$ cat config.mk
export PLATFORM = sky130hd
export DESIGN_NAME = perf_run_controller
export DESIGN_NICKNAME = d
export VERILOG_FILES = /design/src/rtl/perf_run_controller.sv
export SDC_FILE = /design/constraint.sdc
export NUM_CORES = 1
export LEC_CHECK = 0
export CELL_PAD_IN_SITES_DETAIL_PLACEMENT = 1
export CELL_PAD_IN_SITES_GLOBAL_PLACEMENT = 1
export CORE_ASPECT_RATIO = 0.5
export CORE_MARGIN = 2
export CORE_UTILIZATION = 40
export DETAILED_ROUTE_END_ITERATION = 6
export DONT_BUFFER_PORTS = 1
export PLACE_DENSITY_LB_ADDON = 0.08
export SLEW_MARGIN = 30
export SYNTH_ARGS = -nofsm -noshare
export SYNTH_HDL_FRONTEND = slang
export SYNTH_SLANG_ARGS = --single-unit
$ cat constraint.sdc
create_clock -name clk -period 3.8 [get_ports clk]
set_input_delay 0.95 -clock clk [delete_from_list [all_inputs] [get_ports clk]]
set_output_delay 0.95 -clock clk [all_outputs]
set_load 0.01 [all_outputs]
$ cat src/rtl/perf_run_controller.sv
// perf_run_controller: run-control and performance-statistics sequencer.
// Counts cycles, retired instructions and stalls during a measured run.
// After halt it drains a few cycles, then runs a restoring divider to form IPC.
// The frozen snapshot is offered through a valid/ready report handshake.
module perf_run_controller #(
    parameter int CNT_W        = 32,
    parameter int FRAC_W       = 8,
    parameter int DRAIN_CYCLES = 2
) (
    input  logic              clk,
    input  logic              rst_n,
    input  logic              start,
    input  logic              halt,
    input  logic              instr_retire,
    input  logic              stall,
    input  logic              clear,
    input  logic              report_ready,
    output logic              running,
    output logic              busy,
    output logic [CNT_W-1:0]  cycle_count,
    output logic [CNT_W-1:0]  instr_count,
    output logic [CNT_W-1:0]  stall_count,
    output logic [FRAC_W+7:0] ipc_q,
    output logic              overflow,
    output logic              report_valid
);
    localparam int Q_W     = CNT_W + FRAC_W;
    localparam int IPC_W   = FRAC_W + 8;
    localparam int DRAIN_W = $clog2(DRAIN_CYCLES + 2);
    localparam int DIV_CW  = $clog2(Q_W + 2);
    localparam logic [CNT_W-1:0] CNT_MAX   = {CNT_W{1'b1}};
    localparam logic [Q_W-1:0]   IPC_MAX_Q = Q_W'({IPC_W{1'b1}});

    typedef enum logic [2:0] {
        ST_IDLE   = 3'd0,
        ST_RUN    = 3'd1,
        ST_DRAIN  = 3'd2,
        ST_DIVIDE = 3'd3,
        ST_REPORT = 3'd4
    } state_t;

    state_t state_r, next_state_s;

    logic [CNT_W-1:0]   cycle_count_r, instr_count_r, stall_count_r;
    logic               overflow_r, running_r, busy_r, report_valid_r;
    logic [IPC_W-1:0]   ipc_r;
    logic [DRAIN_W-1:0] drain_cnt_r;
    logic [DIV_CW-1:0]  div_cnt_r;
    logic [Q_W-1:0]     dvd_r, quot_r, q_next_s;
    logic [CNT_W:0]     rem_r, rem_shift_s, rem_next_s, divisor_s;
    logic               sub_ok_s, zero_req_s, count_en_s, div_done_s;
    logic [IPC_W-1:0]   ipc_result_s;

    // Saturating increment: holds at all-ones instead of wrapping.
    function automatic logic [CNT_W-1:0] sat_inc(input logic [CNT_W-1:0] value, input logic inc);
        logic [CNT_W-1:0] result;
        if (inc && (value != CNT_MAX)) begin
            result = value + CNT_W'(1);
        end else begin
            result = value;
        end
        return result;
    endfunction

    // True when an increment is attempted on a counter already at its ceiling.
    function automatic logic sat_hit(input logic [CNT_W-1:0] value, input logic inc);
        return inc && (value == CNT_MAX);
    endfunction

    // Next-state and control decode for the run sequencer.
    always_comb begin
        next_state_s = state_r;
        zero_req_s   = 1'b0;
        count_en_s   = 1'b0;
        div_done_s   = 1'b0;
        case (state_r)
            ST_IDLE: begin
                if (start) begin
                    zero_req_s   = 1'b1;
                    next_state_s = ST_RUN;
                end else if (clear) begin
                    zero_req_s   = 1'b1;
                end else begin
                    next_state_s = ST_IDLE;
                end
            end
            ST_RUN: begin
                count_en_s = 1'b1;
                if (halt) begin
                    next_state_s = (DRAIN_CYCLES > 0) ? ST_DRAIN : ST_DIVIDE;
                end else begin
                    next_state_s = ST_RUN;
                end
            end
            ST_DRAIN: begin
                count_en_s = 1'b1;
                if (drain_cnt_r <= DRAIN_W'(1)) begin
                    next_state_s = ST_DIVIDE;
                end else begin
                    next_state_s = ST_DRAIN;
                end
            end
            ST_DIVIDE: begin
                if (div_cnt_r == DIV_CW'(Q_W)) begin
                    div_done_s   = 1'b1;
                    next_state_s = ST_REPORT;
                end else begin
                    next_state_s = ST_DIVIDE;
                end
            end
            ST_REPORT: begin
                if (report_ready) begin
                    next_state_s = ST_IDLE;
                end else begin
                    next_state_s = ST_REPORT;
                end
            end
            default: begin
                next_state_s = ST_IDLE;
            end
        endcase
    end

    // One restoring-division step plus final saturation of the quotient.
    always_comb begin
        rem_shift_s = (rem_r << 1) | {{CNT_W{1'b0}}, dvd_r[Q_W-1]};
        divisor_s   = {1'b0, cycle_count_r};
        sub_ok_s    = (rem_shift_s >= divisor_s);
        if (sub_ok_s) begin
            rem_next_s = rem_shift_s - divisor_s;
        end else begin
            rem_next_s = rem_shift_s;
        end
        q_next_s = (quot_r << 1) | {{(Q_W-1){1'b0}}, sub_ok_s};
        if (cycle_count_r == {CNT_W{1'b0}}) begin
            ipc_result_s = {IPC_W{1'b0}};
        end else if (q_next_s > IPC_MAX_Q) begin
            ipc_result_s = {IPC_W{1'b1}};
        end else begin
            ipc_result_s = q_next_s[IPC_W-1:0];
        end
    end

    // Sequencer state register.
    always_ff @(posedge clk) begin
        if (!rst_n) begin
            state_r <= ST_IDLE;
        end else begin
            state_r <= next_state_s;
        end
    end

    // Saturating statistics counters and the sticky overflow flag.
    always_ff @(posedge clk) begin
        if (!rst_n || zero_req_s) begin
            cycle_count_r <= {CNT_W{1'b0}};
            instr_count_r <= {CNT_W{1'b0}};
            stall_count_r <= {CNT_W{1'b0}};
            overflow_r    <= 1'b0;
        end else if (count_en_s) begin
            cycle_count_r <= sat_inc(cycle_count_r, 1'b1);
            instr_count_r <= sat_inc(instr_count_r, instr_retire);
            stall_count_r <= sat_inc(stall_count_r, stall);
            overflow_r    <= overflow_r | sat_hit(cycle_count_r, 1'b1)
                           | sat_hit(instr_count_r, instr_retire)
                           | sat_hit(stall_count_r, stall);
        end else begin
            cycle_count_r <= cycle_count_r;
            instr_count_r <= instr_count_r;
            stall_count_r <= stall_count_r;
            overflow_r    <= overflow_r;
        end
    end

    // Drain down-counter, armed every RUN cycle so it is ready when halt arrives.
    always_ff @(posedge clk) begin
        if (!rst_n) begin
            drain_cnt_r <= {DRAIN_W{1'b0}};
        end else if (state_r == ST_RUN) begin
            drain_cnt_r <= DRAIN_W'(DRAIN_CYCLES);
        end else if (state_r == ST_DRAIN) begin
            drain_cnt_r <= drain_cnt_r - DRAIN_W'(1);
        end else begin
            drain_cnt_r <= drain_cnt_r;
        end
    end

    // Divider: first DIVIDE cycle loads operands, then one quotient bit per cycle.
    always_ff @(posedge clk) begin
        if (!rst_n) begin
            dvd_r     <= {Q_W{1'b0}};
            rem_r     <= {(CNT_W+1){1'b0}};
            quot_r    <= {Q_W{1'b0}};
            div_cnt_r <= {DIV_CW{1'b0}};
            ipc_r     <= {IPC_W{1'b0}};
        end else if (zero_req_s) begin
            div_cnt_r <= {DIV_CW{1'b0}};
            ipc_r     <= {IPC_W{1'b0}};
        end else if (state_r == ST_DIVIDE) begin
            if (div_cnt_r == {DIV_CW{1'b0}}) begin
                dvd_r  <= {instr_count_r, {FRAC_W{1'b0}}};
                rem_r  <= {(CNT_W+1){1'b0}};
                quot_r <= {Q_W{1'b0}};
            end else begin
                dvd_r  <= dvd_r << 1;
                rem_r  <= rem_next_s;
                quot_r <= q_next_s;
            end
            div_cnt_r <= div_cnt_r + DIV_CW'(1);
            if (div_done_s) begin
                ipc_r <= ipc_result_s;
            end else begin
                ipc_r <= ipc_r;
            end
        end else begin
            div_cnt_r <= {DIV_CW{1'b0}};
        end
    end

    // Registered status flags derived from the upcoming state.
    always_ff @(posedge clk) begin
        if (!rst_n) begin
            running_r      <= 1'b0;
            busy_r         <= 1'b0;
            report_valid_r <= 1'b0;
        end else begin
            running_r      <= (next_state_s == ST_RUN) || (next_state_s == ST_DRAIN);
            busy_r         <= (next_state_s != ST_IDLE);
            report_valid_r <= (next_state_s == ST_REPORT);
        end
    end

    assign running      = running_r;
    assign busy         = busy_r;
    assign cycle_count  = cycle_count_r;
    assign instr_count  = instr_count_r;
    assign stall_count  = stall_count_r;
    assign ipc_q        = ipc_r;
    assign overflow     = overflow_r;
    assign report_valid = report_valid_r;
endmodule
==> metrics <==
Mapped Area=roughly 12000 um^2; # port buffers=0; clock sink count=230; Post-synth EDFFs=0; cell taking the most area after synthesis=dfxtp_1; CP max stage delay=around 0.47 ns; Setup CP Type=reg -> reg; antenna violations before repair=0; CTS tree=built; clk_lat worst skew=0.54 ns; Syn Area/Cell=about 7.9 um^2; Via density=5.52; Num CTS Buffers=23; RSZ-0062 raised after global routing=false; fin nets=roughly 1500; pin count of the biggest net entering global routing=between 100 and 150; Final TNS setup=0 ns; commonest non-fill, non-tap cells in the layout=230 x dfxtp_1, 217 x nor2_1, 185 x nand2_1; synthesized instance count=about 1500; asr flop ratio synth=0%; setup ws final=0.383 ns; Post-CTS Hold Buffers=0; pins over their slew limit=0; Unique masters post-synth=80; DRC viols=0; vias in the first global route=10300; period utilization=89.9%; antenna viol nets, final=0; cell mode on critical path=a21oi_1; min cycle time layout=about 3.4 ns; Worst Path Max Fanout=12; DRT Pass-1 Iters=5; core area=between 20000 and 30000 um^2; Rel. slew slack=between 40% and 50%; P&R area growth vs syn=9.79%; post-CTS setup buffer count=0; leakage=approximately 4.2 nW; HP Class=reg -> reg; status=completed; row cnt=44; gr ovfl total=0; Critical Path Sink Type=flip-flop; Top Ports=around 120; HPWL after DPL=approximately 24000 um; commonest non-fill, non-tap cell in the layout=dfxtp_1; Final Core Density=between 40% and 50%; dpl ws=about 0.41 ns; Pwr Density=just under 400 nW/um^2; Clk Tree Root Cell=clkbuf_16; max cap viols=0; worst hold margin=0.454 ns; post-synthesis register bit count=230; clk_skew=0.0111 ns; Mapped Nets=1519; Worst Tran Pin Value=~0.89 ns; Fmax=about 0.29 GHz; die area=30500 um^2; DR iter-0 viols=394; ys flop type=dfxtp_1; Yosys warnings=0; Starting Density=around 40%; Worst Min Path Start=dvd_r[8]$_SDFFE_PN0P_; htree depth=1; top area cells in the synthesized netlist=dfxtp_1 40%, nor2_1 7.1%, nand2_1 6.0%, xnor2_1 5.5%, a21oi_1 5.2%; Cell Chain, Critical Path=inv_1 -> ha_1 -> a21oi_1 -> o21ai_0 -> a221o_1 -> a41oi_2 -> a21oi_1 -> nor3_2 -> nand2b_1 -> nor3_1 -> a22o_1; gpl congestion=approximately 0.87; Routed WL per cell=18.3 um; Final Hold Viols=0; total track usage=22.2%; Peak VDD IR=about 0.36 mV; slowest CP cell=nand2b_1; origin of the critical flop-to-flop path=cycle_count[4]$_SDFFE_PP0P_; CP Launch Point=cycle_count[4]$_SDFFE_PP0P_; chip height=between 100 and 150 um; CTS max path bufs=3; worst endpoint required time=about 4.2 ns; Worst Setup Start Kind=flip-flop; fraction of layout cells with a size suffix above 1=5.97%; Die Width=245 um; detailed-route wire length=roughly 34000 um; Clk pin slew, worst setup/hold paths=0.06 ns; vias=roughly 10000; share of the synthesized area in the top cell type=just under 40%; first-pass GRT wire length=about 56000 um; sequential area share after synthesis=about 40%; Worst EP arrival=slightly below 4 ns; diode count=0; post-CTS sizing=0; Final Power=slightly above 0.005 W; final setup vio count=0
## cells by family (layout without fill, tap and decap cells)
| group | Yosys count | count (layout) | share of synthesized area (%) |
|---|---|---|---|
| DFF | 230 | 230 | 39.6 |
| muxes | 9 | 9 | 0.786 |
| buffers and inverters | 134 | 120 | 4.54 |
| and+or+nand+nor | 646 | 646 | 26.3 |
| AOI/OAI and AO/OA | 304 | 304 | 16.3 |
| xor gates and xnor gates | 108 | 108 | 8.14 |
| adders and majority gates | 40 | 40 | 4.37 |
## worst paths after layout
path / end / slack, ns / depth (start not counted)
hold / removal: dvd_r[8]$_SDFFE_PN0P_ / 0.45 / 2
hold reg to reg: dvd_r[8]$_SDFFE_PN0P_ / 0.45 / 2
setup reg to reg: rem_r[31]$_SDFFE_PN0P_ / 0.38 / 11
setup / recovery: rem_r[31]$_SDFFE_PN0P_ / 0.38 / 11
## state kept, by name, indices dropped and copies added (netlist names)
signal,count
quot_r,39
cycle_count,32
dvd_r,32
instr_count,32
rem_r,32
stall_count,32
ipc_q,16
div_cnt_r,6
state_r,3
drain_cnt_r,2
busy,1
overflow,1
report_valid,1
running,1
## cell usage after synthesis (3+ instances only)
master,number
dfxtp_1,230
nor2_1,219
nand2_1,185
a21oi_1,121
nand3_1,75
o21ai_0,73
xnor2_1,73
clkbuf_1,64
inv_1,57
ha_1,39
xor2_1,35
a311oi_1,31
nor3_1,31
nand4_1,20
or3_1,18
and3_1,16
nor4_1,16
and4_1,14
a21o_1,10
nand2b_1,10
and2_1,9
mux2i_1,8
o21a_1,7
a22oi_1,6
a32oi_1,6
a211oi_1,5
a31oi_1,5
buf_2,5
nor2b_1,5
o21bai_1,5
or2_2,5
buf_1,3
o41ai_1,3
## per-stage QoR
step | cells | instance area, um^2
global route | 1848 | 12800
global placement | 1810 | 12000
floorplan | 1471 | 11600
finish | 1848 | 12800
detailed placement | 1810 | 12000
CTS | 1848 | 12800
## per-layer routing
| layer | track usage [%] | up-vias | share of wire (%) |
|---|---|---|---|
| met5 | 0 | - | 0 |
| met4 | 4.70 | 0 | 2.0 |
| met3 | 4.33 | 38 | 4.0 |
| met2 | 37.7 | 136 | 47 |
| met1 | 29.1 | 4981 | 47 |
| li1 | - | 5049 | - |
## area by class of cell
cell class,instances,area (um^2)
clock inverter,2,50.0
multi-input combinational,1107,6520
sequential,230,4600
tap,391,489
inverter,59,221
fill,3495,16000
clock buffer,36,674
timing repair buffer,23,201
## where the power goes
part           switching, W  internal [W]
registers         0.0000203       0.00243
logic              0.000200      0.000105
clock network      0.000997       0.00129
## worst max-delay path, delay by kind of cell, from the launching register on
family / cells / cell delay, ns
AOI/OAI and AO/OA: 6 / 1.48
buffers and inverters: 1 / 0.13
adders and majority gates: 1 / 0.39
DFF: 1 / 0.40
and+or+nand+nor: 3 / 0.90
(Power assumes the default switching activity.)
==> variant 1: new RTL, config.mk and constraints unchanged <==
Re-encode `state_t` (5 states) as one-hot, 5 bits wide.
--- a/src/rtl/perf_run_controller.sv
+++ b/src/rtl/perf_run_controller.sv
@@ -31,12 +31,12 @@
     localparam logic [CNT_W-1:0] CNT_MAX   = {CNT_W{1'b1}};
     localparam logic [Q_W-1:0]   IPC_MAX_Q = Q_W'({IPC_W{1'b1}});
 
-    typedef enum logic [2:0] {
-        ST_IDLE   = 3'd0,
-        ST_RUN    = 3'd1,
-        ST_DRAIN  = 3'd2,
-        ST_DIVIDE = 3'd3,
-        ST_REPORT = 3'd4
+    typedef enum logic [4:0] {
+        ST_IDLE   = 5'b00001,
+        ST_RUN    = 5'b00010,
+        ST_DRAIN  = 5'b00100,
+        ST_DIVIDE = 5'b01000,
+        ST_REPORT = 5'b10000
     } state_t;
 
     state_t state_r, next_state_s;
Check against the original RTL: no difference found for any inputs over 4 cycles, from zero or initial values and one cycle with rst_n low; so few cycles prove little.
==> variant 1 against the original RTL <==
Sequential share of layout area is 0.53 points lower. Area after synthesis increased by 1.1%. Clock skew down 0.0026 ns. Global-route usage rose by 0.61 points. Cell count unchanged. Wire length rose by 4.1%. Cell area is 2.4% higher. Fmax rose by 0.49%. Worst setup slack improved by 0.017 ns. Sequential cell count is 2 higher. First-iteration DRC count increased by 45%. Synthesized cell count is 0.61% lower. Largest cell class unchanged.
Power is not compared: it rests on default switching activity, and its combinational part moved more than twofold at a synthesized area within 25%.
==> variant 1: results (changes against the original RTL) <==
Status
  – Status: completed

Global route
  – Vias in the first global route: 10601 (+2.7%)
  – First-pass GRT wire length: 57500 um (+2.9%)
  – Total Routing Usage GR: 0.228 (+0.00613)
  – GR Util met2: 0.376 (-0.00113)
  – Largest net degree at the start of global routing: 73 (-32%)
  – Routing usage on met1: 0.302 (+0.0106)
  – GRT met3 Usage: 0.0378 (-0.00553)

Synthesis
  – Post-Synth XOR/XNOR Area: 0.0798 (-0.00165)
  – Cell variety after synth: 60 (-25%)
  – Syn_nets: 1510 (-0.59%)
  – Compound-cell area share of the yosys netlist: 0.155 (-0.00712)
  – Mux share of post-synthesis cell area: 0.0230 (+0.0151)
  – Commonest cells in the synthesized netlist: dfxtp_1, nor2_1, nand2_1
  – Post-synthesis adder-cell area fraction: 0.0432 (-0.000484)
  – Area contributors post-synth: dfxtp_1, nor2_1, xnor2_1, nand2_1, ha_1
  – Sequential area share after synthesis: 0.395 (-0.000981)

Clocking
  – Worst-Skew Late Latency: 0.54 ns (about the same)
  – Cts bufs inserted: 24 (+4.3%)

STA
  – Slew Limit Headroom: 0.330 (-0.0709)
  – Worst Skew: 0.00849 ns (-0.00260 ns)

Finish
  – FILL cells: 3488 (-0.20%)
  – Layout cell share with drive strength beyond 1: 0.0563 (-0.00343)

Placed design
  – Routability cong.: 0.870 (-0.16%)
  – Final HPWL DP: 25000 um (+4.8%)

Power
  – Static leakage: between 4 and 5 nW
  – Tot Pwr: slightly above 5 mW

Route
  – Wl on met1: 16400 um (+3.5%)
  – DR WL met2: 16200 um (+2.0%)
  – WL met3: 1250 um (-8.4%)
  – Vias per Instance: 5.63 (+2.0%)
  – TritonRoute pass-1 iters: 7 (+2)
  – Iteration-0 DRC Markers: 573 (+45%)
  – Post-DR wirelength/cell: 19.0 um (+4.1%)

Critical path
  – Worst Path Arrival: 3.89 ns (+0.04 ns)
  – Critical-path maximum fanout: 7 (-5)
  – Setup crit end kind: register
  – R2R depth: 8 (-3)
  – R2r setup slk: 0.40 ns (+0.02 ns)

Hold path
  – Hold Path Sink: dvd_r[8]
[variant 1: changes by cell type after synthesis, sizes merged, moves of 11 or more]
cell | before | now
mux2i | 8 | 27
nand2 | 185 | 162
nor2 | 220 | 209
a21oi | 121 | 65
nand4 | 22 | 44
a22oi | 6 | 39
nor4 | 20 | 33
nand3 | 76 | 51
nor2b | 5 | 46
[variant 1: area by class of cell]
| class | instances | area [sq um] | area share |
|---|---|---|---|
| Clock buffer | 35 | 712 | 0.0545 |
| Clock inverter | 7 | 124 | 0.00949 |
| Inverter | 64 | 240 | 0.0184 |
| Multi-Input combinational cell | 1092 | 6630 | 0.508 |
| Sequential cell | 232 | 4640 | 0.356 |
| Tap cell | 391 | 489 | 0.0375 |
| Timing Repair Buffer | 27 | 215 | 0.0165 |
[variant 1: kinds of logic (layout without fill, tap and decap cells)]
family	Yosys count	count (layout)
xor+xnor	107	107
flops	232	232
compound gates	280	280
fa+ha+maj	40	40
simple gates	638	638
buf+inv	138	133
mux	27	27
[variant 1: critical path, cell delays in order, from the launching register on]
cell and delay [ns]:
dfxtp_1 0.49, nand4_2 0.19, or4_4 0.54, or4_4 0.51
nor4_4 0.48, nand4_4 0.21, or3_4 0.43, or4_1 0.42
nand2_1 0.09
[variant 1: per-stage QoR]
stage | worst slack (ns) | std cells | hold WS [ns] | area (sq um) | utilization
floorplan | 0.631 | 1462 | 0.430 | 11700 | -
global placement | 0.519 | 1806 | 0.448 | 12200 | 0.422
detailed placement | 0.427 | 1806 | 0.458 | 12200 | 0.422
CTS | 0.406 | 1848 | 0.468 | 13100 | 0.451
global route | 0.0307 | 1848 | 0.503 | 13100 | 0.451
finish | 0.399 | 1848 | 0.464 | 13100 | 0.451
==> variant 2: new RTL, same flow settings <==
Made on the original files. The parameter `DRAIN_CYCLES` goes from 2 to 4.
--- a/src/rtl/perf_run_controller.sv
+++ b/src/rtl/perf_run_controller.sv
@@ -5,7 +5,7 @@
 module perf_run_controller #(
     parameter int CNT_W        = 32,
     parameter int FRAC_W       = 8,
-    parameter int DRAIN_CYCLES = 2
+    parameter int DRAIN_CYCLES = 4
 ) (
     input  logic              clk,
     input  logic              rst_n,
Formal check against the unedited RTL: no difference found for any inputs over 4 cycles, from zero or initial values and one cycle with rst_n low; that may be too few to reach the edited logic, so the function may still have changed.
==> variant 2 against the original RTL <==
Sequential cell count up 1. Die area up 1.3%. Critical path depth unchanged. Cell area up 2.2%. Clock skew up 0.0027 ns. Worst setup slack worse by 0.040 ns. Count of clock-buffer cells in the layout down 5. Synthesized cell count down 2.2%. Area after synthesis up 1.3%. Global-route usage down 1.1 points. Total power up 5.1%. Wire length down 3.5%. Largest cell class unchanged.
==> variant 2: results (changes against the original RTL) <==
Status
  – Status: completed

Synthesis
  – Synth warn: 0 (unchanged)
  – Commonest cells in the synthesized netlist: dfxtp_1, nor2_1, nand2_1
  – Post-Synth XOR/XNOR Area: 0.0766 (-0.00478)
  – Compound-cell area share of the yosys netlist: 0.169 (+0.00670)
  – Area contributors post-synth: dfxtp_1, nor2_1, nand2_1, xnor2_1, ha_1
  – Post-synthesis adder-cell area fraction: 0.0442 (+0.000491)
  – Mux share of post-synthesis cell area: 0.0395 (+0.0317)
  – Cell variety after synth: 66 (-18%)
  – Syn Area/Cell: 8.18 sq um (+3.6%)
  – Sequential area share after synthesis: 0.393 (-0.00348)

Hold path
  – WHS Path Cells: 1 (-1)
  – Worst Hold Launch: div_cnt_r[0]
  – Hold crit path type: register to register
  – Hold Path Sink: div_cnt_r[0]

Placed design
  – Placed cell area: 0.0122 sq mm (+1.3%)
  – Pre-CTS WS: 0.297 ns (-0.110 ns)
  – Routability cong.: 0.825 (-5.3%)
  – Final HPWL DP: 22800 um (-4.5%)

Route
  – Iteration-0 DRC Markers: 543 (+38%)
  – Vias per Instance: 5.48 (-0.73%)
  – TritonRoute pass-1 iters: 4 (-1)
  – Routed wire length: 32600 um (-3.5%)

Power
  – Peak VDD IR: 0.301 mV (-16%)
  – Static leakage: 4.92 nW (+17%)

Finish
  – Top reg by flops: quot_r
  – Fin cells: 1824 (-1.3%)
  – Nets: 1465 (-1.8%)
  – Layout cell share with drive strength beyond 1: 0.0565 (-0.00319)
  – FILL cells: 3464 (-0.89%)
  – Inserted Diodes: 0 (unchanged)

Critical path
  – R2r startpoint: cycle_count[6]
  – CP Launch Type: register
  – R2r setup slk: 0.34 ns (-0.04 ns)
  – Slowest CP cell: or4_1
  – Reg2reg end: rem_r[27]
  – Critical-path maximum fanout: 6 (-6)
  – Crit-path max cell delay: 0.58 ns (+0.11 ns)
  – R2R depth: 11 (unchanged)
  – Type of the worst setup path: register to register
  – Worst Path Arrival: 3.92 ns (+0.07 ns)

Clocking
  – H-tree Lvls: 1 (unchanged)
  – Max clock buf depth: 3 (unchanged)
  – Cts bufs inserted: 24 (+4.3%)
  – Root buffer cell: clkbuf_16
  – Post_cts resized: 0 (unchanged)
  – Post-CTS Setup Inserts: 0 (unchanged)

STA
  – Worst Skew: 0.0138 ns (+0.00267 ns)
  – Final period util: 0.910 (+0.0106)
  – Hold slack final: 0.460 ns (+0.00679 ns)
  – Worst-Margin Slew: 0.885 ns (-0.00619 ns)

Global route
  – Largest net degree at the start of global routing: 103 (-3.7%)
  – First-pass GRT wire length: 53900 um (-3.7%)
  – Total Routing Usage GR: 0.211 (-0.0107)
  – Vias in the first global route: 10208 (-1.1%)
  – Antenna violations before repair: 0 (unchanged)
[variant 2: cell count changes after synthesis, moves of 10 or more]
cell / before / now
mux2i_1: 8 / 42
o211a_1: 1 / 33
a311oi_1: 31 / 2
a21o_1: 10 / 20
a21boi_0: 2 / 39
nand2_1: 185 / 172
xnor2_1: 73 / 59
a21oi_1: 121 / 82
o211ai_1: 2 / 14
nor2_1: 219 / 173
[variant 2: final cells by class]
type | instances | area, sq um | area share
Multi-Input combinational cell | 1074 | 6660 | 0.511
Sequential cell | 231 | 4620 | 0.355
Clock buffer | 31 | 647 | 0.0496
Tap cell | 391 | 489 | 0.0375
Inverter | 61 | 229 | 0.0176
Timing Repair Buffer | 24 | 213 | 0.0163
Clock inverter | 12 | 174 | 0.0133
[variant 2: routing by layer]
metal	track usage	wire, um
met3	0.0470	1400
met2	0.354	15100
met5	0	0
met4	0.0361	475
met1	0.282	15700
[variant 2: where the power goes]
group | internal (mW) | switching (mW)
combinational | 0.137 | 0.208
sequential | 2.44 | 0.0251
clock | 1.42 | 1.06
